--- src/rtl/rf_writeback_scoreboard.sv ---
// rf_writeback_scoreboard
//   Writer side of the register file. Holds the MEM/WB pipeline register that
//   drives the RF write port and keeps a per-register count of in-flight writes.
//   From those counts it raises a read-after-write STALL towards decode.
//
// Ports
//   CLK, RST              clock (rising edge), asynchronous active-high reset
//   ISSUE_VALID/WE/WA     instruction presented by decode and its destination
//   SRC_RA1, SRC_RA2      source registers of the issuing instruction
//   STALL                 combinational hold request to decode
//   MEM_*                 memory-stage result, kill flag and destination
//   RFWE, RFWA, RFWD      registered RF write port (one cycle after MEM)
//
// Parameters
//   PEND_W  width of each pending-write counter (saturates at 2^PEND_W-1)
//   NREG    number of architectural registers (r0 reads as zero); the port
//           address width fixes NREG <= 32
//
// Optional feature macro: WB_BYPASS_EN
//   When defined, a source whose only pending write is committing this cycle
//   does not stall; the RF write-through provides the value.
module rf_writeback_scoreboard #(
    parameter int PEND_W = 2,
    parameter int NREG   = 32
) (
    input  logic        CLK,
    input  logic        RST,
    input  logic        ISSUE_VALID,
    input  logic        ISSUE_WE,
    input  logic [4:0]  ISSUE_WA,
    input  logic [4:0]  SRC_RA1,
    input  logic [4:0]  SRC_RA2,
    output logic        STALL,
    input  logic        MEM_VALID,
    input  logic        MEM_KILL,
    input  logic        MEM_RFWE,
    input  logic        MEM_MEMTOREG,
    input  logic [4:0]  MEM_WA,
    input  logic [31:0] MEM_ALUOUT,
    input  logic [31:0] MEM_RDATA,
    output logic        RFWE,
    output logic [4:0]  RFWA,
    output logic [31:0] RFWD
);

    localparam logic [PEND_W-1:0] CNT_MAX = '1;
    localparam logic [PEND_W-1:0] CNT_ONE = PEND_W'(1);

    logic [PEND_W-1:0] cnt_q [NREG];
    logic [PEND_W-1:0] cnt_d [NREG];

    // WB slot holds a register-writing instruction, killed or not; it retires
    // one pending count even when RFWE is suppressed by the kill.
    logic ret_q;

    logic busy1, busy2, sat;
    logic accept, retire;
    logic inc, dec;

    // A source is busy while it has any pending write. With the bypass, the
    // last pending write committing right now is served by write-through.
    function automatic logic src_busy(input logic [4:0]        r,
                                      input logic [PEND_W-1:0] c,
                                      input logic              we,
                                      input logic [4:0]        wa);
        logic b;
        b = (r != '0) && (c != '0);
`ifdef WB_BYPASS_EN
        if (we && (wa == r) && (c == CNT_ONE))
            b = 1'b0;
`else
        if (we && (wa == r) && (c == '0))
            b = 1'b0;
`endif
        return b;
    endfunction

    // Counters are cleared asynchronously, so STALL is already 0 during reset.
    always_comb begin
        busy1 = src_busy(SRC_RA1, cnt_q[SRC_RA1], RFWE, RFWA);
        busy2 = src_busy(SRC_RA2, cnt_q[SRC_RA2], RFWE, RFWA);
        sat   = ISSUE_WE && (cnt_q[ISSUE_WA] == CNT_MAX);
        STALL = ISSUE_VALID && (busy1 || busy2 || sat);
    end

    assign accept = ISSUE_VALID & ~STALL & ISSUE_WE & (ISSUE_WA != '0);
    assign retire = ret_q & (RFWA != '0);

    // Accept and retire to the same register cancel out. A retire with the
    // counter at zero is a protocol error; the counter holds at zero.
    always_comb begin
        inc = 1'b0;
        dec = 1'b0;
        for (int unsigned r = 0; r < NREG; r++) begin
            cnt_d[r] = cnt_q[r];
            inc      = accept && (ISSUE_WA == 5'(r));
            dec      = retire && (RFWA == 5'(r));
            if (r == 0)
                cnt_d[r] = '0;
            else if (inc && !dec)
                cnt_d[r] = cnt_q[r] + CNT_ONE;
            else if (dec && !inc && (cnt_q[r] != '0))
                cnt_d[r] = cnt_q[r] - CNT_ONE;
        end
    end

    always_ff @(posedge CLK or posedge RST) begin
        if (RST) begin
            RFWE  <= 1'b0;
            RFWA  <= '0;
            RFWD  <= '0;
            ret_q <= 1'b0;
            for (int unsigned r = 0; r < NREG; r++)
                cnt_q[r] <= '0;
        end else begin
            RFWE  <= MEM_VALID & MEM_RFWE & ~MEM_KILL & (MEM_WA != '0);
            RFWA  <= MEM_WA;
            RFWD  <= MEM_MEMTOREG ? MEM_RDATA : MEM_ALUOUT;
            ret_q <= MEM_VALID & MEM_RFWE;
            for (int unsigned r = 0; r < NREG; r++)
                cnt_q[r] <= cnt_d[r];
        end
    end

`ifndef SYNTHESIS
    always_ff @(posedge CLK) begin
        if (!RST)
            assert (!(retire && (cnt_q[RFWA] == '0)))
            else $error("rf_writeback_scoreboard: retire of r%0d with no pending write", RFWA);
    end
`endif

endmodule

--- config.mk ---
export PLATFORM = sky130hd
export DESIGN_NAME = rf_writeback_scoreboard
export DESIGN_NICKNAME = d
export VERILOG_FILES = /design/src/rtl/rf_writeback_scoreboard.sv
export SDC_FILE = /design/constraint.sdc
export NUM_CORES = 1
export LEC_CHECK = 0
export ABC_AREA = 1
export CAP_MARGIN = 5
export CORE_ASPECT_RATIO = 0.75
export CORE_MARGIN = 4
export CORE_UTILIZATION = 56
export DETAILED_ROUTE_END_ITERATION = 12
export DONT_BUFFER_PORTS = 1
export HOLD_SLACK_MARGIN = 0.02
export PLACE_DENSITY_LB_ADDON = 0.25
export REMOVE_ABC_BUFFERS = 1
export SLEW_MARGIN = 20
export SYNTH_ARGS = -nofsm -noshare
export SYNTH_HDL_FRONTEND = slang
export SYNTH_SLANG_ARGS = --single-unit
--- constraint.sdc ---
create_clock -name CLK -period 4.19 [get_ports CLK]
set_input_delay 0.6285 -clock CLK [delete_from_list [all_inputs] [get_ports CLK]]
set_output_delay 0.6285 -clock CLK [all_outputs]
set_load 0.01 [all_outputs]
# Word level (Yosys, flattened, before mapping)
# Cells that the tools add are included.
[op_classes]
n_mux = 74
n_bitwise = 12
magnitude_cmp = 3
eq_ne = 65
n_addsub = 62
n_reduce_logical = 298
[ops]
columns = ["cell", "count"]
rows = [
  ["1-bit logical AND", 163],
  ["5-bit equality test, second input constant", 32],
  ["2-bit 2-to-1 mux", 68],
  ["2-bit nonzero test", 64],
  ["5-bit by 4-bit equality test with 1-bit output, second input constant", 16],
  ["2-bit by 1-bit adder with 2-bit output, second input constant", 31],
  ["1-bit logical NOT", 62],
  ["2-bit by 1-bit subtractor with 2-bit output, second input constant", 31],
  ["5-bit by 3-bit equality test with 1-bit output, second input constant", 8],
  ["32-bit 2-to-1 mux", 1],
  ["2-bit binary-select mux with 5-bit select", 3],
  ["5-bit nonzero test", 5],
  ["5-bit by 2-bit equality test with 1-bit output, second input constant", 4],
  ["6-bit >= comparator, second input constant", 3],
  ["5-bit inverter with 6-bit output", 3],
  ["5-bit by 1-bit equality test with 1-bit output, second input constant", 2],
  ["5-bit equality test", 2],
  ["1-bit bitwise AND", 7],
  ["2-bit logical NOT", 2],
  ["2-bit equality test, second input constant", 1],
  ["1-bit logical OR", 2],
  ["1-bit 2-to-1 mux", 2],
  ["1-bit inverter", 2],
]
[word_totals]
word_cells = 549
out_inout_bits = 39
inputBits = 92
register_bits = 101

# Logic depth before layout (Yosys ltp)
[logic_depth]
word_depth = 20
ltp_mapped = 21
mapped_depth_nobuf = 18

# Least setup slack after synthesis
# Ideal clock, no wire load.
[synth_timing]
kind = "input port to output port"
start = "input ISSUE_WA[0]"
end = "output STALL"
slack_ns = 1.498
n_path_buf = 3
stages = 14
arrival_time_ns = 2.064
required_ns = 3.562
path_cell_list = "buf_4 > buf_2 > o21ai_0 > nand2_1 > nand2_1 > nand2_1 > nand2_1 > inv_1 > nand2_1 > nand2_1 > nand2_1 > nand3_2 > buf_2 > a21boi_0"
[synth_between]
elab_chain_len = 8
[synth_lines]
columns = ["element", "line", "text"]
rows = [
  ["start: declaration", "30", "input logic [4:0] ISSUE_WA,"],
  ["5-bit inverter with 6-bit output (not written as such)", "82", "sat = ISSUE_WE && (cnt_q[ISSUE_WA] == CNT_MAX);"],
  ["2-bit binary-select mux with 5-bit select", "82", ""],
  ["2-bit 2-to-1 mux (not written as such) (2 in series)", "82", ""],
  ["2-bit equality test", "82", ""],
  ["1-bit logical AND", "82", ""],
  ["1-bit logical OR", "83", "STALL = ISSUE_VALID && (busy1 || busy2 || sat);"],
  ["1-bit logical AND", "83", ""],
  ["end: declaration", "33", "output logic STALL,"],
]
# Every way passes these cells. The select of a mux whose other input is x is not followed.

# Worst setup path in the final report
# Same ends and word-level chain as after synthesis.

==> impl_results.md <==
- PwrDens: 369 nW/um^2
- Fin cells: 1237
- DP HPWL: ~15000 um
- Crit path launch type: input port
- Pwr Total: 2.73 mW
- Post-synth EDFFs: 0
- Design area: 7400 sq um
- Top post-synthesis cells by area: dfrtp_1, nand2_1, nand3_1, inv_1, nor2_1
- Yosys reg bits: ~100
- Clock Latency Late Sink: 0.35 ns
- Worst min path class: in2reg
- Fin Clk Skew: 0.00786 ns
- Leak Pwr: 3.52 nW
- # clock sinks: roughly 100
- DIE AREA: 14400 sq um
- Total GRT Usage: 0.293
- Final Critical Period: roughly 3.1 ns
- Synth Flop Type: dfrtp_1
- First-pass GRT wire length: 33500 um
- Register area: 2530 sq um
- I/O pins: 131
- Relative max-transition margin: 0.348
- Required time of the critical path: roughly 3.6 ns
- Wire per inst: around 16 um
- CP Data Arrival Time: 2.48 ns
- Largest net degree at the start of global routing: 83
- Most common cell after layout, fill and taps aside: nand2_1
- Post-Syn Instances: 1085
- CTS tree: built
- Post-DR vias/cell: 5.70
- Clk buf depth: 2
- WHS: 0.299 ns
- Synth top area share: 0.361
- DP Worst Slack: between 1 and 1.5 ns
- Dpl cells: about 1200
- Util after Layout: 0.603
- Core footprint: ~12000 sq um
- Post-cts resize count: 0
- Fmax: 0.322 GHz
- Crit path kind: in2out
- Synth unique cells: 29
- Initial Util: 0.571
- Area leader, netlist: dfrtp_1
- Clk Tree Root Cell: clkbuf_16
- Crit share post-route: 0.742
- Worst-path clk slew: 0.07 ns
- # DRC: 0
- Initial antenna violation count: 0
- Area of the multi-input gates: 3710 sq um
- Area grow syn2layout: 5.59%
- Final setup fails: 0
- Die span in y: 105 um
- CTS Buf Count: 9
- Vias in the first global route: 6662
- RSZ-0062 raised after global routing: no
- Placed inst area: 7070 sq um
- Starting DRT DRC Count: 925
- Synth Area per Inst: 6.46 sq um
- Fillers: 1206
- Postcts setup bufs: 0
- Mapped cell area: 7010 sq um
- Number of routed nets with antenna violations: 0
- Drt first pass iters: 6
- Routed WL: 20300 um
- CP endpoint kind: primary output
- # hold bufs at CTS: 0
- Max-cap viol count: 0
- Peak supply drop: 0.000256 V
- Most frequent cells in the layout: nand2_1, nand3_1, inv_1, nor2_1, dfrtp_1
- Share of flip-flops with an asynchronous set or reset: 1.00
- Pins Over Slew Limit: 0
- PortBufs: 0
- Worst Path Max Fanout: 37
- GRT Residual Overflow: 0
- Die Width: 137 um
- Final WS setup: roughly 1.1 ns
- Hold Fails Final Rpt: 0
- DR vias: 7055
- # rows: 35
- Slew @ Worst Pin: 0.977 ns
- Warnings, synthesis: 0
- GP Congestion: 1.01
- Nets: between 1000 and 1500
- H-tree level count: 3
- Status: complete, no violations
- Register area share after synthesis: 0.361
- Share of cells above drive strength 1: 0.0692
- Post-route setup TNS: 0 ns
-- routing by layer --
metal | wire [um] | part of all wire | track usage
met3 | 2410 | 0.12 | 0.0828
met2 | 8920 | 0.44 | 0.429
met1 | 8560 | 0.42 | 0.418
met5 | 0 | 0 | 0
met4 | 414 | 0.020 | 0.0912
-- path summary, 6_finish.rpt --
kind	from	endpoint	slack [ns]	depth (start not counted)
min	MEM_WA[0]	RFWA[0]	0.30	0
max reg2reg	cnt_q[28]	cnt_q[36]	1.38	14
min reg2reg	cnt_q[31]	cnt_q[31]	0.51	2
max in group asynchronous	RST	cnt_q[45]	2.93	2
max	ISSUE_WA[0]	STALL	1.08	10
min in group asynchronous	RST	cnt_q[24]	0.37	1
-- state kept, by name, summed over array words and instances (netlist names) --
name and cells:
RFWA 5, RFWD 32, RFWE 1, cnt_q 62
ret_q 1
-- cell usage after synthesis (2+ instances only) --
cell	count
nor3_1	25
nand2_1	351
buf_2	21
dfrtp_1	101
a21oi_1	21
inv_2	5
nand3_1	147
clkinv_1	2
mux2_2	32
buf_6	2
buf_4	2
nand4_1	29
o21ai_0	34
o21ai_1	19
inv_1	146
buf_1	4
nor2_1	116
nand3_2	11
clkbuf_1	7
-- logic make-up (layout without fill, tap and decap cells) --
family / after synthesis / after routing / share of synthesized area
other cells: 0 / 1 / 0
mux: 32 / 32 / 0.0514
simple gates: 685 / 685 / 0.423
flops: 101 / 101 / 0.361
buf+inv: 190 / 175 / 0.109
compound gates: 77 / 77 / 0.0563
-- critical path, cell delays in order --
cell and delay (ns):
inv_2 0.15, nor2_1 0.35, nand2_1 0.09, nand3_1 0.09, nand2_1 0.05, nand2_1 0.09, o21ai_1 0.07, nand2_1 0.10
nand3_2 0.32, a21boi_0 0.51
-- power by group --
part | switching (mW) | internal (mW) | leakage, nW
clock network | 0.413 | 0.483 | 0.158
registers | 0.167 | 1.10 | 1.25
logic | 0.370 | 0.198 | 2.11
-- area by class of cell --
class,count,share of cell area
sequential,101,0.342
multi-input combinational,794,0.502
timing repair buffer,5,0.00507
inverter,154,0.0788
clock inverter,7,0.0135
antenna,1,0.000338
tap,166,0.0281
clock buffer,9,0.0304
(Power assumes the default switching activity.)
